<file path="config.mk">
export PLATFORM = sky130hd
export DESIGN_NAME = board_reset_sequencer
export DESIGN_NICKNAME = d
export VERILOG_FILES = /design/src/rtl/board_reset_pkg.sv /design/src/rtl/debounce_sync.sv /design/src/rtl/board_reset_sequencer.sv
export SDC_FILE = /design/constraint.sdc
export NUM_CORES = 1
export LEC_CHECK = 0
export CORE_MARGIN = 1
export CORE_UTILIZATION = 64
export CTS_CLUSTER_DIAMETER = 100
export CTS_CLUSTER_SIZE = 10
export DETAILED_ROUTE_END_ITERATION = 10
export HOLD_SLACK_MARGIN = 0.02
export PLACE_DENSITY = 0.84
export SKIP_LAST_GASP = 1
export SLEW_MARGIN = 20
export SYNTH_ARGS = -nofsm -noshare
export SYNTH_HDL_FRONTEND = slang
export SYNTH_SLANG_ARGS = --single-unit
</file>
<file path="constraint.sdc">
create_clock -name clock -period 3.6 [get_ports clock]
set_input_delay 1.08 -clock clock [delete_from_list [all_inputs] [get_ports clock]]
set_output_delay 1.08 -clock clock [all_outputs]
set_load 0.02 [all_outputs]
</file>
<file path="src/rtl/board_reset_pkg.sv">
// ============================================================================
// Module : board_reset_pkg
// Brief  : Shared types and helpers for the board reset sequencer.
// Rev    : 1.0  initial release
// ============================================================================
`default_nettype none

package board_reset_pkg;

    typedef enum logic [1:0] {
        ASSERT  = 2'd0,
        RELEASE = 2'd1,
        RUN     = 2'd2
    } state_e;

    typedef enum logic [1:0] {
        CAUSE_POR    = 2'd0,
        CAUSE_BUTTON = 2'd1,
        CAUSE_SW     = 2'd2
    } cause_e;

    // Width of a counter that must hold values 0..max_val (never narrower than 1 bit).
    function automatic int unsigned cnt_width(input int unsigned max_val);
        return (max_val < 1) ? 1 : $clog2(max_val + 1);
    endfunction

endpackage

`default_nettype wire

</file>
<file path="src/rtl/debounce_sync.sv">
// ============================================================================
// Module : debounce_sync
// Brief  : Synchronises a raw push-button and debounces it into a clean pressed level.
// Rev    : 1.0  initial release
// ============================================================================
`default_nettype none

module debounce_sync
    import board_reset_pkg::*;
#(
    parameter int SYNC_STAGES     = 2,
    parameter int DEBOUNCE_CYCLES = 65536,
    parameter bit ACTIVE_LOW      = 1'b1
) (
    input  logic clock,
    input  logic reset,
    input  logic raw,
    output logic pressed
);

    localparam int                     CNT_W     = cnt_width(DEBOUNCE_CYCLES);
    localparam logic [CNT_W-1:0]       CNT_LAST  = CNT_W'(DEBOUNCE_CYCLES - 1);
    localparam logic [SYNC_STAGES-1:0] SYNC_IDLE = {SYNC_STAGES{ACTIVE_LOW}};

    logic [SYNC_STAGES-1:0] sync_q, sync_d;
    logic [CNT_W-1:0]       cnt_q, cnt_d;
    logic                   deb_q, deb_d;
    logic                   level;

    always_comb begin
        sync_d = {sync_q[SYNC_STAGES-2:0], raw};
        level  = sync_q[SYNC_STAGES-1] ^ ACTIVE_LOW;
        cnt_d  = '0;
        deb_d  = deb_q;
        // Any sample agreeing with the accepted level restarts the run.
        if (level != deb_q) begin
            if (cnt_q == CNT_LAST) begin
                deb_d = level;
            end else begin
                cnt_d = cnt_q + 1'b1;
            end
        end
    end

    always_ff @(posedge clock or posedge reset) begin
        if (reset) begin
            sync_q <= SYNC_IDLE;
            cnt_q  <= '0;
            deb_q  <= 1'b0;
        end else begin
            sync_q <= sync_d;
            cnt_q  <= cnt_d;
            deb_q  <= deb_d;
        end
    end

    assign pressed = deb_q;

endmodule

`default_nettype wire

</file>
<file path="src/rtl/board_reset_sequencer.sv">
// ============================================================================
// Module : board_reset_sequencer
// Brief  : Merges POR, push-button and software reset into staged domain resets.
// Rev    : 1.0  initial release
// ============================================================================
`default_nettype none

module board_reset_sequencer
    import board_reset_pkg::*;
#(
    parameter int SYNC_STAGES       = 2,
    parameter int DEBOUNCE_CYCLES   = 65536,
    parameter bit BUTTON_ACTIVE_LOW = 1'b1,
    parameter int MIN_ASSERT        = 256,
    parameter int RELEASE_GAP       = 1024,
    parameter int NUM_DOMAINS       = 3
) (
    input  logic                   clock,
    input  logic                   reset,
    input  logic                   io_button,
    input  logic                   io_sw_reset_req,
    output logic [NUM_DOMAINS-1:0] io_resets,
    output logic [NUM_DOMAINS-1:0] io_resets_n,
    output logic                   io_busy,
    output logic [1:0]             io_cause
);

    localparam int               HOLD_W    = cnt_width(MIN_ASSERT);
    localparam int               GAP_W     = cnt_width(RELEASE_GAP);
    localparam int               IDX_W     = cnt_width(NUM_DOMAINS - 1);
    localparam logic [HOLD_W-1:0] HOLD_LAST = HOLD_W'(MIN_ASSERT - 1);
    localparam logic [GAP_W-1:0]  GAP_LAST  = GAP_W'(RELEASE_GAP - 1);
    localparam logic [IDX_W-1:0]  IDX_LAST  = IDX_W'(NUM_DOMAINS - 1);

    logic [SYNC_STAGES-1:0] rst_sync_q, rst_sync_d;
    logic                   rst_s;
    logic                   pressed;
    logic                   trigger;

    state_e                 state_q, state_d;
    cause_e                 cause_q, cause_d;
    logic [HOLD_W-1:0]      hold_q, hold_d;
    logic [GAP_W-1:0]       gap_q, gap_d;
    logic [IDX_W-1:0]       idx_q, idx_d;
    logic [NUM_DOMAINS-1:0] resets_q, resets_d;
    logic [NUM_DOMAINS-1:0] resets_n_q;
    logic                   busy_q;

    debounce_sync #(
        .SYNC_STAGES     (SYNC_STAGES),
        .DEBOUNCE_CYCLES (DEBOUNCE_CYCLES),
        .ACTIVE_LOW      (BUTTON_ACTIVE_LOW)
    ) u_button (
        .clock   (clock),
        .reset   (reset),
        .raw     (io_button),
        .pressed (pressed)
    );

    always_comb begin
        rst_sync_d = {rst_sync_q[SYNC_STAGES-2:0], 1'b0};
        rst_s      = rst_sync_q[SYNC_STAGES-1];
        trigger    = pressed | io_sw_reset_req;
        state_d    = state_q;
        cause_d    = cause_q;
        hold_d     = hold_q;
        gap_d      = gap_q;
        idx_d      = idx_q;
        resets_d   = resets_q;

        case (state_q)
            ASSERT: begin
                resets_d = '1;
                if (rst_s || trigger) begin
                    hold_d = '0;
                end else if (hold_q == HOLD_LAST) begin
                    hold_d = '0;
                    gap_d  = '0;
                    if (NUM_DOMAINS == 1) begin
                        state_d  = RUN;
                        resets_d = '0;
                    end else begin
                        state_d     = RELEASE;
                        resets_d[0] = 1'b0;
                        idx_d       = IDX_W'(1);
                    end
                end else begin
                    hold_d = hold_q + 1'b1;
                end
            end
            RELEASE, RUN: begin
                if (trigger) begin
                    // Button wins when both causes arrive together.
                    state_d  = ASSERT;
                    resets_d = '1;
                    hold_d   = '0;
                    gap_d    = '0;
                    cause_d  = pressed ? CAUSE_BUTTON : CAUSE_SW;
                end else if (state_q == RUN) begin
                    resets_d = '0;
                end else if (gap_q == GAP_LAST) begin
                    gap_d           = '0;
                    resets_d[idx_q] = 1'b0;
                    if (idx_q == IDX_LAST) begin
                        state_d = RUN;
                    end else begin
                        idx_d = idx_q + 1'b1;
                    end
                end else begin
                    gap_d = gap_q + 1'b1;
                end
            end
            default: begin
                state_d  = ASSERT;
                resets_d = '1;
                hold_d   = '0;
            end
        endcase
    end

    always_ff @(posedge clock or posedge reset) begin
        if (reset) begin
            rst_sync_q <= '1;
            state_q    <= ASSERT;
            cause_q    <= CAUSE_POR;
            hold_q     <= '0;
            gap_q      <= '0;
            idx_q      <= '0;
            resets_q   <= '1;
            resets_n_q <= '0;
            busy_q     <= 1'b1;
        end else begin
            rst_sync_q <= rst_sync_d;
            state_q    <= state_d;
            cause_q    <= cause_d;
            hold_q     <= hold_d;
            gap_q      <= gap_d;
            idx_q      <= idx_d;
            resets_q   <= resets_d;
            resets_n_q <= ~resets_d;
            busy_q     <= |resets_d;
        end
    end

    assign io_resets   = resets_q;
    assign io_resets_n = resets_n_q;
    assign io_busy     = busy_q;
    assign io_cause    = cause_q;

endmodule

`default_nettype wire

</file>
Yosys cells after proc, flatten, opt, wreduce, memory -nomap -nowiden
Cells that the tools add are included.
Word-level totals
  bits of input ports: 4
  flip-flop bits (word level): 55
  word-level logic and storage cells: 84
  output and inout port bits: 9
Operators by class
  equal/unequal tests: 17
  mux-type cells: 33
  bitwise logic cells: 5
  $add $sub $neg: 4
  reductions and logical operators: 11
  $lt $le $gt $ge: 2
Operators by type and width (number)
  $mux 11: 5
  $mux 17: 2
  $mux 9: 3
  $mux 2: 11
  $pmux 11 s2: 1
  $pmux 9 s2: 1
  $add 17x1->17 const B: 1
  $eq 17x16->1 const B: 1
  $ne 2x2->1 const B: 7
  $add 11x1->11 const B: 1
  $eq 11x10->1 const B: 1
  $add 9x1->9 const B: 1
  $eq 9x8->1 const B: 1
  $mux 3: 3
  $ne 3x3->1 const B: 3
  $pmux 2 s2: 2
  $reduce_and 7->1: 1
  $not 3->3: 2
  $pmux 3 s2: 1
  $reduce_and 5->1: 1
  $eq 2x2->1 const B: 2
  $reduce_and 2->1: 2
  $reduce_and 4->1: 1
  $and 3x3->3: 1
  other kinds (15): 17

Depth between registers and ports, before layout
  depth after elaboration: 11
  gate-level depth with buffers: 10
  depth with buffers taken out: 7

Cells and area by module
Synthesis repeated with hierarchy kept, for this count alone.
Second synthesis, totals
  cells, all modules: 290
  area, all modules: 2905.3 µm²
Modules (own cells, without submodules)
  board_reset_sequencer: seq. area each 883.3 µm², area an instance 1954.4 µm², times used 1, cells an instance 197
  debounce_sync: seq. area each 503.0 µm², area an instance 950.9 µm², times used 1, cells an instance 93

Least setup slack after synthesis
OpenSTA, ideal clock, no wires.
  path kind: input-to-reg
  from: in io_sw_reset_req
  to: reg gap_q[3]
  buffers on the path: 2
  data arrival time: 2508 ps
  path slack: 964 ps
  required time: 3472 ps
  library setup time: 128 ps
  stages on the path: 7
  cell sequence: or4b_1 -> buf_2 -> o32ai_4 -> o21ai_2 -> buf_6 -> o21ai_1 -> o31ai_1
Between the ends
  word-level cells in the longest chain between the ends: 4
  elaborated cells on any way between the ends: 7
  classes of those cells: eq/ne (2); mux (2); bitwise (1); reduce/logical (2)
Ends and longest elaborated chain
  start: declaration: line board_reset_sequencer.sv:21  | input logic io_sw_reset_req,
  $or 1x1->1 (*): line board_reset_sequencer.sv:63  | trigger = pressed | io_sw_reset_req;
  $logic_or 1x1->1: line board_reset_sequencer.sv:74  | if (rst_s || trigger) begin
  $ne 2x2->1 (no line)
  $reduce_and 4->1 (no line)
  end signal: assignment: line board_reset_sequencer.sv:137  | gap_q <= gap_d;
  end: declaration: line board_reset_sequencer.sv:43  | logic [GAP_W-1:0] gap_q, gap_d;
Mark *: on every way between the ends. The rest lies on a longest branch, timed or not.
A chain may end at the register's enable or synchronous reset.

Final worst setup path
  from: in io_sw_reset_req
  to: reg gap_q[8]
Same word-level chain as after synthesis.

==> flow_summary.ini <==
[outcome]
result_of_the_run = finished clean

[route]
routed-via-count = 1975
drt_iter0_markers = 145
routedWlPerCell_um = 13.5
vias_per_cell = 5.81
drt_drc_violations_left = 0
ant_nets_after_route = 0
drt_wl_total_um = 4580
dr.pass1.iters = 4

[worst_setup_path]
crit_path_end_kind = register
cp_max_fo = 12
setup.worst_path.class = input port to register
crit_path_max_incr_delay_ps = 690
critical_path.n_buffers_inverters = 1
worst_ep_required_time_ps = 3770
critical-path-top-delay-family = compound AO/OA/AOI/OAI gates
crit_path_cell_trace = clkdlybuf4s50_1 -> or4b_1 -> o32ai_4 -> o21ai_2 -> o21ai_0 -> o21ai_0
worst_setup_path_start_kind = input port
slowest_stage = or4b_1
library_cell_appearing_most_often_on_the_critical_path = o21ai_0
critical_path_arrival_ps = 3170

[clock_tree]
ctsHtreeMaxLevel = 2
cts.root.buffer_cell = clkbuf_8
tritoncts_num_sinks = 55
cts.reportedPaths.clkPinSlew_ps = 80
ctsHoldBuffers = 0
post_cts_resize_count = 0
post_cts_buffers = 0
cts_made_buffers = 5
clock_latency_ps = 300
cts_max_path_buffers = 2
tritoncts = built

[cells_and_area]
commonest_non_fill_non_tap_cell_in_the_layout = dfrtp_1
diodes = 0
drive_above_1_share_pct = 9.66
area_growth_pct = 9.09
post_layout_nonfiller_instances = 340
layout_common_cells = dfrtp_1, nor2_1, nand2_1, nand3_1, inv_1
post_layout_nets = 303

[grt]
grtUsageTotal_pct = 22.6
initial_antenna_violation_count = 0
grt_first_pass_wirelength_um = 7620
grt_max_degree = 34
grt_overflow_total = 0
grt_pass1_vias = 1771

[logic_synthesis]
synth_sequential_area_ratio_pct = 50.6
post_synth_num_cell_types = 50
yosys_warnings = 0
mappedNetlistNets = 287
synth-main-ff-cell = dfrtp_1
synthesis.area_per_instance_um2 = 10.0
edff_count_synth = 0
number_of_standard_cells_after_synthesis = 273
netlist_area_mm2 = 0.00274
synth.ff_latch_count = 55
synth_async_sr_flop_share_pct = 100

[pwr]
p_leak_nw = 1.26
irDropWorstVdd_mv = 0.267
part_of_the_power_in_registers_pct = 64.3
share_comb_of_total_power_pct = 3.5
p_sw_mw = 0.205
clock_power_share_pct = 32.1
intPower_mw = 0.775
power_density_mw_per_mm2 = 328
switching_part_of_the_total_pct = 20.9

[sta]
setup_total_negative_slack_ps = 0
maxSlewHeadroom_pct = 56.0
fin_crit_sh_pct = 83.5
maxClockFrequency_ghz = 0.333
tightest_slew_ps = 659
grt_setup_unrepaired = false
finalHoldViolations = 0
finalSetupViolCount = 0
min_period_ps = 3010
final.setup_skew_ps = 3.35
slew_viol_final = 0

[die]
row_count = 23
core_region_area_mm2 = 0.00406
floorplan.initialDensity_pct = 67.5
die_area_mm2 = 0.00454
chipWidth_um = 67.4
floorplan.die.height_um = 67.4
design.portCount = 13

[job]
maxCapViolCount = 0

[placed_design]
finalWeightedCongestion = 0.807
detailedPlacementHpwl_um = 3390
post-place-cells = 332
buffer_ports.inserted = 12

[min_path]
holdCritPathClass = register to register
worst reg2reg max path: cells and delay by family (launching register included):
family / cells / cell delay, ps
AOI/OAI and AO/OA: 4 / 950
and+or+nand+nor: 1 / 640
buffers and inverters: 1 / 110
DFF: 1 / 410
adders and majority gates: 1 / 350
power groups by stage:
stage	clock [mW]	sequential, mW	combinational [mW]
final	0.315	0.630	0.0348
after global routing	0.352	0.632	0.0405
after detailed placement	0	0.642	0.0357
after global placement	0	0.642	0.0352
after floorplan	0	0.641	0.0249
after CTS	0.324	0.631	0.0358
final cells by class:
cell class,count,area (um^2)
timing repair buffer,16,150
inverter,15,56.3
sequential,55,1390
clock buffer,8,80.1
fill,282,1070
tap,50,62.6
multi-input combinational,196,1250
worst paths after layout:
kind / startpoint / end / slack [ps] / depth (start not counted)
worst min-delay path: rst_sync_q[0]$_DFF_PP1_ / rst_sync_q[1]$_DFF_PP1_ / 360 / 0
worst min register to register: rst_sync_q[0]$_DFF_PP1_ / rst_sync_q[1]$_DFF_PP1_ / 360 / 0
worst max-delay path: io_sw_reset_req / gap_q[8]$_DFFE_PP0P_ / 590 / 6
max in group asynchronous: reset / io_resets[0]$_DFF_PP1_ / 1720 / 3
worst max register to register: state_q[0]$_DFFE_PP0P_ / gap_q[8]$_DFFE_PP0P_ / 1010 / 7
min in group asynchronous: reset / u_button.cnt_q[0]$_DFF_PP0_ / 1180 / 2
kinds of logic after synthesis:
family	synth area share [%]
AO/OA/AOI/OAI	14.6
XOR/XNOR	6.08
adder cells (fa/ha/maj)	4.57
buffers and inverters	3.65
flip-flops	50.6
multiplexers	0.411
other	0.137
AND/OR/NAND/NOR	20.0
cell usage after synthesis, types with 3 or more instances:
cell	n	area share, %
o31ai_1	5	1.4
nand3_1	17	3.1
nand2_1	20	2.7
dfstp_2	8	7.7
o21a_1	3	0.82
a21oi_1	6	1.1
xor2_1	12	3.8
nand4_1	8	1.8
and3_1	5	1.1
dfrtp_1	47	43
xnor2_1	7	2.2
inv_1	15	2.1
a31oi_1	6	1.4
o21ai_1	4	0.73
o21ai_0	9	1.6
o41ai_1	3	0.96
ha_1	10	4.6
nand2b_1	4	0.91
nor2_1	38	5.2
a22o_1	4	1.3
nor3_1	6	1.1
metrics by stage:
step                util, %  hold WS, ps  area (um^2)  setup WS (ps)  total power, mW
floorplan                 -          345         2740            964            0.666
global placement       71.7          345         2910            306            0.677
detailed placement     71.7          352         2910            246            0.678
CTS                    73.6          363         2990            587            0.991
global route           73.6          370         2990            499             1.02
finish                 73.6          363         2990            594            0.980
per-layer routing:
metal	routed length, um	global-route usage, %	part of all wire, %
met1	2230	30.1	49
met2	2100	35.1	46
met3	183	6.42	4.0
met4	65	7.98	1.4
met5	0	0	0
sequential cells by signal, summed over array words and instances (netlist names):
register	cells
u_button.cnt_q	17
gap_q	11
hold_q	9
io_resets	3
io_resets_n	3
idx_q	2
io_cause	2
rst_sync_q	2
state_q	2
u_button.sync_q	2
io_busy	1
u_button.pressed	1
(Power assumes the default switching activity.)
